### src/rtl/mip_trilinear_seq.sv
// mip_trilinear_seq
//   Takes one fragment per handshake (normalized u/v plus the integer and
//   fractional LOD from the LOD stage). It clamps the LOD and then issues one
//   bilinear footprint request (single level) or two back-to-back requests
//   (trilinear: level L, then level L+1) to the texel fetch stage.
//   Texture wrap mode is repeat.
//
// Ports
//   clk, rst            clock; asynchronous active-high reset
//   in_valid/in_ready   fragment handshake
//   in_u, in_v          Q0.16 normalized coordinates
//   in_lod_int/frac     integer LOD and Q0.8 fractional LOD
//   cfg_log2_w/h        log2 of base width/height (quasi-static)
//   cfg_max_level       highest valid mip level
//   req_valid/ready     request handshake
//   req_level           mip level of the request
//   req_x0/x1/y0/y1     texel footprint, already wrapped
//   req_wx/wy           Q0.8 bilinear weights toward x1/y1
//   req_lerp            Q0.8 blend weight toward level+1 (0 if single level)
//   req_last            final request of the fragment

// One axis of the footprint at a given level. It maps a Q0.16 coordinate to
// texel indices and a weight, using the half-texel centre offset and repeat
// wrap.
module mip_axis_geom #(
  parameter int LW     = 4,
  parameter int MAXLOG = 11
) (
  input  logic [15:0]       coord,
  input  logic [3:0]        log2_base,
  input  logic [LW-1:0]     level,
  output logic [MAXLOG-1:0] t0,
  output logic [MAXLOG-1:0] t1,
  output logic [7:0]        w
);
  localparam int CW = 17 + MAXLOG;
  localparam int EW = (LW > 4) ? LW : 4;

  logic [EW-1:0]     lg_e, lvl_e, lw_e;
  logic [3:0]        lw;
  logic [CW-1:0]     cx;
  logic [MAXLOG-1:0] mask;
  logic              unused_bits;

  always_comb begin
    lg_e  = EW'(log2_base);
    lvl_e = EW'(level);
    lw_e  = (lg_e > lvl_e) ? (lg_e - lvl_e) : '0;
    lw    = 4'(lw_e);
    // Two's complement wrap gives the same low bits as the signed
    // subtraction, so the floor by 2^16 and the mask by W-1 reduce to a
    // slice and an AND.
    cx    = (CW'(coord) << lw) - CW'(32'h8000);
    mask  = MAXLOG'((32'd1 << lw) - 32'd1);
    t0    = cx[16 +: MAXLOG] & mask;
    t1    = (t0 + MAXLOG'(1)) & mask;
    // A 1-texel level has nothing to filter.
    w     = (lw == 4'd0) ? 8'd0 : cx[15:8];
  end

  assign unused_bits = ^{cx[CW-1], cx[7:0]};
endmodule

module mip_trilinear_seq #(
  parameter  int LEVELS = 12,
  parameter  int MAXLOG = 11,
  localparam int LW     = $clog2(LEVELS)
) (
  input  logic              clk,
  input  logic              rst,
  input  logic              in_valid,
  output logic              in_ready,
  input  logic [15:0]       in_u,
  input  logic [15:0]       in_v,
  input  logic [LW-1:0]     in_lod_int,
  input  logic [7:0]        in_lod_frac,
  input  logic [3:0]        cfg_log2_w,
  input  logic [3:0]        cfg_log2_h,
  input  logic [LW-1:0]     cfg_max_level,
  output logic              req_valid,
  input  logic              req_ready,
  output logic [LW-1:0]     req_level,
  output logic [MAXLOG-1:0] req_x0,
  output logic [MAXLOG-1:0] req_x1,
  output logic [MAXLOG-1:0] req_y0,
  output logic [MAXLOG-1:0] req_y1,
  output logic [7:0]        req_wx,
  output logic [7:0]        req_wy,
  output logic [7:0]        req_lerp,
  output logic              req_last
);
  localparam logic [1:0] S_IDLE = 2'd0;
  localparam logic [1:0] S_LVL0 = 2'd1;
  localparam logic [1:0] S_LVL1 = 2'd2;

  logic [1:0]  state;
  logic        fire_in, fire_req;
  logic [LW-1:0] lvl_in, g_level;
  logic        tri_in;

  // Fragment state kept for the second (level L+1) request.
  logic [15:0] cap_u, cap_v;
  logic [3:0]  cap_lw, cap_lh;

  // Axis 0 = x/u/width, axis 1 = y/v/height.
  logic [1:0][15:0]       g_coord;
  logic [1:0][3:0]        g_log2;
  logic [1:0][MAXLOG-1:0] g_t0, g_t1;
  logic [1:0][7:0]        g_w;

  assign fire_req = req_valid && req_ready;
  assign in_ready = !rst && (state == S_IDLE || (fire_req && req_last));
  assign fire_in  = in_valid && in_ready;

  assign lvl_in = (in_lod_int < cfg_max_level) ? in_lod_int : cfg_max_level;
  assign tri_in = (in_lod_frac != 8'd0) && (in_lod_int < cfg_max_level);

  // One geometry unit per axis is shared between the first request (fed
  // from the live inputs) and the second (fed from captured state at
  // req_level+1). An accepted fragment always takes priority.
  always_comb begin
    g_coord[0] = fire_in ? in_u       : cap_u;
    g_coord[1] = fire_in ? in_v       : cap_v;
    g_log2[0]  = fire_in ? cfg_log2_w : cap_lw;
    g_log2[1]  = fire_in ? cfg_log2_h : cap_lh;
    g_level    = fire_in ? lvl_in     : req_level + LW'(1);
  end

  for (genvar a = 0; a < 2; a++) begin : g_axis
    mip_axis_geom #(.LW(LW), .MAXLOG(MAXLOG)) u_geom (
      .coord     (g_coord[a]),
      .log2_base (g_log2[a]),
      .level     (g_level),
      .t0        (g_t0[a]),
      .t1        (g_t1[a]),
      .w         (g_w[a])
    );
  end

  always_ff @(posedge clk or posedge rst) begin
    if (rst) begin
      state     <= S_IDLE;
      req_valid <= 1'b0;
      req_level <= '0;
      req_x0    <= '0;
      req_x1    <= '0;
      req_y0    <= '0;
      req_y1    <= '0;
      req_wx    <= '0;
      req_wy    <= '0;
      req_lerp  <= '0;
      req_last  <= 1'b0;
      cap_u     <= '0;
      cap_v     <= '0;
      cap_lw    <= '0;
      cap_lh    <= '0;
    end else if (fire_in) begin
      state     <= S_LVL0;
      req_valid <= 1'b1;
      req_level <= lvl_in;
      req_x0    <= g_t0[0];
      req_x1    <= g_t1[0];
      req_y0    <= g_t0[1];
      req_y1    <= g_t1[1];
      req_wx    <= g_w[0];
      req_wy    <= g_w[1];
      req_lerp  <= tri_in ? in_lod_frac : 8'd0;
      req_last  <= !tri_in;
      cap_u     <= in_u;
      cap_v     <= in_v;
      cap_lw    <= cfg_log2_w;
      cap_lh    <= cfg_log2_h;
    end else if (fire_req) begin
      if (!req_last) begin
        // Second level of a trilinear fragment; req_lerp carries over.
        state     <= S_LVL1;
        req_level <= g_level;
        req_x0    <= g_t0[0];
        req_x1    <= g_t1[0];
        req_y0    <= g_t0[1];
        req_y1    <= g_t1[1];
        req_wx    <= g_w[0];
        req_wy    <= g_w[1];
        req_last  <= 1'b1;
      end else begin
        state     <= S_IDLE;
        req_valid <= 1'b0;
      end
    end
  end
endmodule

### config.mk
export PLATFORM = sky130hd
export DESIGN_NAME = mip_trilinear_seq
export DESIGN_NICKNAME = d
export VERILOG_FILES = /design/src/rtl/mip_trilinear_seq.sv
export SDC_FILE = /design/constraint.sdc
export NUM_CORES = 1
export LEC_CHECK = 0
export CAP_MARGIN = 20
export CORE_AREA = 2 2 131 133
export CTS_CLUSTER_DIAMETER = 100
export CTS_CLUSTER_SIZE = 40
export DETAILED_ROUTE_END_ITERATION = 8
export DIE_AREA = 0 0 133 135
export PLACE_DENSITY_LB_ADDON = 0.08
export SLEW_MARGIN = 10
export SYNTH_ARGS = -nofsm -noshare
export SYNTH_HDL_FRONTEND = slang
export SYNTH_HIERARCHICAL = 1
export SYNTH_SLANG_ARGS = --single-unit
### constraint.sdc
create_clock -name clk -period 15.05 [get_ports clk]
set_clock_uncertainty 0.05 [all_clocks]
set_input_delay 1.505 -clock clk [delete_from_list [all_inputs] [get_ports clk]]
set_output_delay 1.505 -clock clk [all_outputs]
set_load 0.05 [all_outputs]
==> results of run 1 <==
## routing by layer
metal  up-vias  global-route usage, %
met5         -                      0
met4         0                   12.2
met3        78                   4.50
met2       398                   52.3
met1      4145                   37.6
li1       3903                      -
## cell usage after synthesis, types with 19 or more instances
library cell and count:
nor2_1 66, inv_1 31, nand3_1 54, mux2_4 61, dfrtp_1 116, mux2_2 49, nand2_1 54, a21oi_1 66
xnor2_1 24, mux2i_1 24, o21ai_0 32, nand4_1 22, buf_6 19
## cells by family after synthesis
logic type / after synthesis / share of synthesized area, %
flip-flops: 116 / 29.5
adder cells (fa/ha/maj): 20 / 2.69
AND/OR/NAND/NOR: 322 / 19.1
buffers and inverters: 93 / 6.62
XOR/XNOR: 36 / 3.20
multiplexers: 141 / 18.2
AO/OA/AOI/OAI: 256 / 20.7
## final cells by class
class | instances | area [µm²]
multi-input cells | 775 | 6290
fillers | 1260 | 4810
flip-flops and latches | 116 | 2900
repair buffers | 141 | 1390
clock buffers | 20 | 457
well taps | 220 | 275
clock inverters | 12 | 155
inverters | 32 | 123
## flip-flops by register name, summed over array words and instances (netlist names)
signal and count:
cap_u 16, cap_v 16, req_x0 11, req_x1 11
req_y0 11, req_y1 11, req_lerp 8, req_wx 8
req_wy 8, cap_lh 4, cap_lw 4, req_level 4
state 2, req_last 1, req_valid 1
## through the flow
| stage | area (µm²) | hold WS [ps] | util, % |
|---|---|---|---|
| finish | 11600 | 430 | 70.7 |
| global route | 11600 | 465 | 70.7 |
| CTS | 11600 | 430 | 70.7 |
| detailed placement | 11000 | 413 | 67.0 |
| global placement | 11000 | 410 | 67.0 |
| floorplan | 9850 | 389 | - |
## tightest hold or removal path, cell delays in order, from the launching register on
cell and delay (ps):
dfrtp_1 340, nand2_1 50, nand2_1 50
## worst min path at each step
stage	endpoint	slack (ps)	cells past startpoint
CTS	state[0]	430	2
finish	state[0]	430	2
floorplan	state[0]	390	2
global route	cap_lh[2]	460	1
global placement	state[0]	410	2
detailed placement	state[0]	410	2
==> out/metrics.csv, run 1 <==
metric,value,unit
post-layout minimum cycle time,8220,ps
final setup fails,0,
hold buffer count at CTS,0,
Yosys warning total,6,
HP Start,state[0],
nets,1163,
Tightest Pin Transition,1090,ps
DRT iter0 DRCs,991,
most frequent cells in the layout,"134 x clkdlybuf4s50_1, 116 x dfrtp_1, 66 x a21oi_1, 66 x nor2_1, 61 x mux2_4",
max-cap viol count,0,
Synth cell types,119,
period utilization,54.6,%
CP top delay family,simple AND/OR/NAND/NOR gates,
Port Buf Inserts,134,
metal3 WL,1.56,mm
Post-Synthesis Cells,984,
Die Height,135,µm
Worst setup SP type,primary input,
# IOs,135,
post-cts gate resize count,0,
dpl hpwl,19.3,mm
CP Buf/Inv Count,4,
"area leader, netlist",dfrtp_1,
RSZ-0062 raised after global routing,false,
Placed Cells,1284,
clk sinks,116,
clk slew on worst S/H paths,50,ps
Syn Std Cell Area,9850,µm²
post-CTS setup buffers,0,
routed vias,8524,
Diodes inserted,0,
overall routing resource usage,30.1,%
initial antenna violation count,0,
clock buffer depth,2,
Peak Freq,122,MHz
"commonest non-fill, non-tap cell in the layout",clkdlybuf4s50_1,
worst hold path class,flop to flop,
Rel. slew slack,27.3,%
Worst path max stage delay,850,ps
routed len/inst,20.0,µm
root buffer cell,clkbuf_16,
Met1 Wirelength,10.7,mm
ranking of synthesized cells by area,"dfrtp_1 29%, mux2_4 9.3%, mux2_2 5.6%",
"worst slack, placed",6630,ps
ys async rst share,100,%
met2 wire len,13.3,mm
number of flops mapped to enable cells by yosys,0,
Starting Density,60.0,%
dominant synthesized flop cell,dfrtp_1,
vias in the first global route,8316,
H-tree Lvls,4,
synthesis-to-finish area growth,17.8,%
Critical Path Sink Type,flop,
Skew-Pair Late Insertion Delay,410,ps
Core Rows,47,
startpoint of the worst register-to-register path,req_last,
Crit Path Class,primary input to flop,
grt ovf,0,
CTS tree,done,
1st-pass router iterations,6,
status,"finished, final reports clean",
share of the yosys chip area belonging to registers,29.5,%
"non-filler cells, final",1316,
via/cell ratio,6.48,
Routed Antenna Nets,0,
Placer Congestion,1.01,
cts bufs inserted,17,
FF-to-FF path depth,26,
reg2reg setup slack,7970,ps
Levels on crit path,27,
"slowest stage cell, crit path",xor2_1,
largest net degree at the start of global routing,69,
Pins Over Slew Limit,0,
setup slack after layout,6830,ps
crit path to,req_x1[9],
Syn Area/Cell,10.0,µm²
WP data required,15290,ps
global-route wire length before repair,43.2,mm
Die Width,133,µm
Seq cells post-synth,116,
Worst Setup SP,cfg_max_level[1],
Die ar.,18000,µm²
Synth top area share,29.5,%
RR Endpoint,req_x1[9],
worst-path fanout max,15,
Max Used Layer,met4,
Worst EP arrival,8460,ps
setup TNS,0,ps
DRC,0,
syn_nets,1064,
final hold vios,0,
core area,16400,µm²
share of cells above drive strength 1,21.6,%
final WL,26.3,mm
Power of run 1 is left out: the tool's default activity adds up to more than one toggle a clock period on the data nets, which glitch-free logic cannot reach.
==> run 2: changes to the inputs <==
--- a/config.mk
+++ b/config.mk
@@ -6,11 +6,11 @@
 export NUM_CORES = 1
 export LEC_CHECK = 0
 export CAP_MARGIN = 20
-export CORE_AREA = 2 2 131 133
+export CORE_AREA = 2 2 142 144
 export CTS_CLUSTER_DIAMETER = 100
 export CTS_CLUSTER_SIZE = 40
 export DETAILED_ROUTE_END_ITERATION = 8
-export DIE_AREA = 0 0 133 135
+export DIE_AREA = 0 0 144 146
 export PLACE_DENSITY_LB_ADDON = 0.08
 export SLEW_MARGIN = 10
 export SYNTH_ARGS = -nofsm -noshare
==> constraint.sdc (replaced) <==
create_clock -name clk -period 7.11 [get_ports clk]
set_clock_uncertainty 0.05 [all_clocks]
set_input_delay 0.711 -clock clk [delete_from_list [all_inputs] [get_ports clk]]
set_output_delay 0.711 -clock clk [all_outputs]
set_load 0.05 [all_outputs]
==> run 2 against run 1 <==
Worst hold slack worse by 10 ps. Die area is 17% higher. Cell count is 7.7% higher. Routed wire length is 6.6% higher. Critical path type unchanged.
==> out/metrics.csv, run 2 (synthesis gave the netlist of run 1 again) <==
metric,value,unit
RSZ-0062 raised after global routing,false,
clk slew on worst S/H paths,60,ps
Pins Over Slew Limit,0,
CP top delay family,compound AO/OA/AOI/OAI gates,
synthesis-to-finish area growth,23.3,%
fill cell count,1645,
Hold Path Depth,2,
final WL,28.1,mm
Peak Freq,150,MHz
Port Buf Inserts,134,
"slowest stage cell, crit path",fa_1,
grt ovf,0,
status,"finished, final reports clean",
most frequent cells in the layout,"134 x clkdlybuf4s50_1, 116 x dfrtp_1, 66 x a21oi_1, 66 x nor2_1, 63 x buf_4",
final hold vios,0,
Starting Density,50.9,%
Worst EP arrival,6900,ps
Routed Antenna Nets,0,
WP data required,7350,ps
hold slack final,420,ps
vias in the first global route,8485,
Core Rows,51,
overall routing resource usage,27.5,%
setup TNS,0,ps
post-layout minimum cycle time,6660,ps
DRT iter0 DRCs,765,
routed len/inst,19.8,µm
met3 Resource Use GR,3.92,%
Die ar.,21000,µm²
period utilization,93.6,%
Critical Path Sink Type,flop,
GRT met2 Usage,47.2,%
CP Buf/Inv Count,7,
nets,1220,
GRT met1 Usage,35.4,%
# IOs,135,
FF-to-FF path depth,24,
Worst setup SP type,primary input,
H-tree Lvls,4,
worst hold path class,flop to flop,
largest registers,"cap_u (16), cap_v (16)",
cts bufs inserted,17,
Crit Path Class,primary input to flop,
via/cell ratio,5.96,
Tightest Pin Transition,1110,ps
Skew-Pair Late Insertion Delay,420,ps
CTS tree,done,
Diodes inserted,0,
Die Height,146,µm
Die Width,144,µm
dpl hpwl,21.5,mm
Placer Congestion,0.938,
routed vias,8440,
hold buffer count at CTS,0,
GR peak layer,met2,
clk sinks,116,
"commonest non-fill, non-tap cell in the layout",clkdlybuf4s50_1,
Crit path top cell by count,inv_1,
root buffer cell,clkbuf_16,
Hold Path Sink,state[0],
reg2reg setup slack,1000,ps
DRC,0,
Worst path max stage delay,490,ps
1st-pass router iterations,5,
global-route wire length before repair,45.6,mm
startpoint of the worst register-to-register path,req_last,
initial antenna violation count,0,
share of cells above drive strength 1,25.5,%
Rel. slew slack,25.9,%
clock buffer depth,2,
RR Endpoint,req_y1[10],
worst-path fanout max,9,
core area,19300,µm²
max-cap viol count,0,
final setup fails,0,
largest net degree at the start of global routing,75,
HP Start,state[0],
[run 2: changes by cell type in the layout (fill, tap and decap cells not counted), sizes merged]
cell and delta:
clkinvlp -3, buf +57, clkinv +1, bufinv +2
clkbuf -1
[run 2: per-stage QoR]
stage          cells  worst slack [ps]  utilization (%)  cell area [µm²]
6_report        1417               453             62.8            12100
4_1_cts         1417               421             62.7            12100
3_3_place_gp    1386               169             59.4            11500
2_1_floorplan    984               519                -             9850
3_5_place_dp    1386              15.1             59.4            11500
5_1_grt         1417              30.7             62.8            12100
[run 2: layout make-up]
cell class	count	area (µm²)	share of cell area [%]
multi-input combinational	775	6300	51.9
sequential	116	2900	23.9
timing repair buffer	198	1830	15.1
clock buffer	19	443	3.65
tap	265	332	2.73
clock inverter	12	205	1.69
inverter	32	123	1.01
[run 2: tightest hold or removal path: cells and delay by family, from the launching register on]
| family | cells | cell delay (ps) |
|---|---|---|
| AND/OR/NAND/NOR | 2 | 100 |
| flip-flops | 1 | 340 |
[run 2: routing by layer]
metal  share of wire, %  vias to the layer above
li1                   -                     4023
met1                 42                     4109
met2                 51                      260
met3                4.4                       48
met4                2.3                        0
met5                  0                        -
[run 2: repair_timing]
| action | 4_1_cts | 5_1_grt |
|---|---|---|
| setup buffers | 0 | 0 |
| gates resized for setup | 0 | 1 |
| setup endpoints to repair | 0 | 3 |
| endpoints found under the hold margin | 0 | 0 |
[run 2: worst max-delay path by stage]
stage	from	end	cells past startpoint
CTS	cfg_max_level[1]	req_y1[10]	27
detailed placement	cfg_max_level[1]	req_y1[7]	27
finish	cfg_max_level[1]	req_y1[10]	27
global placement	cfg_max_level[1]	req_y1[10]	27
global route	cfg_max_level[1]	req_y1[10]	27
floorplan	req_last	req_x1[9]	23
Power of run 2 is left out for the same reason.
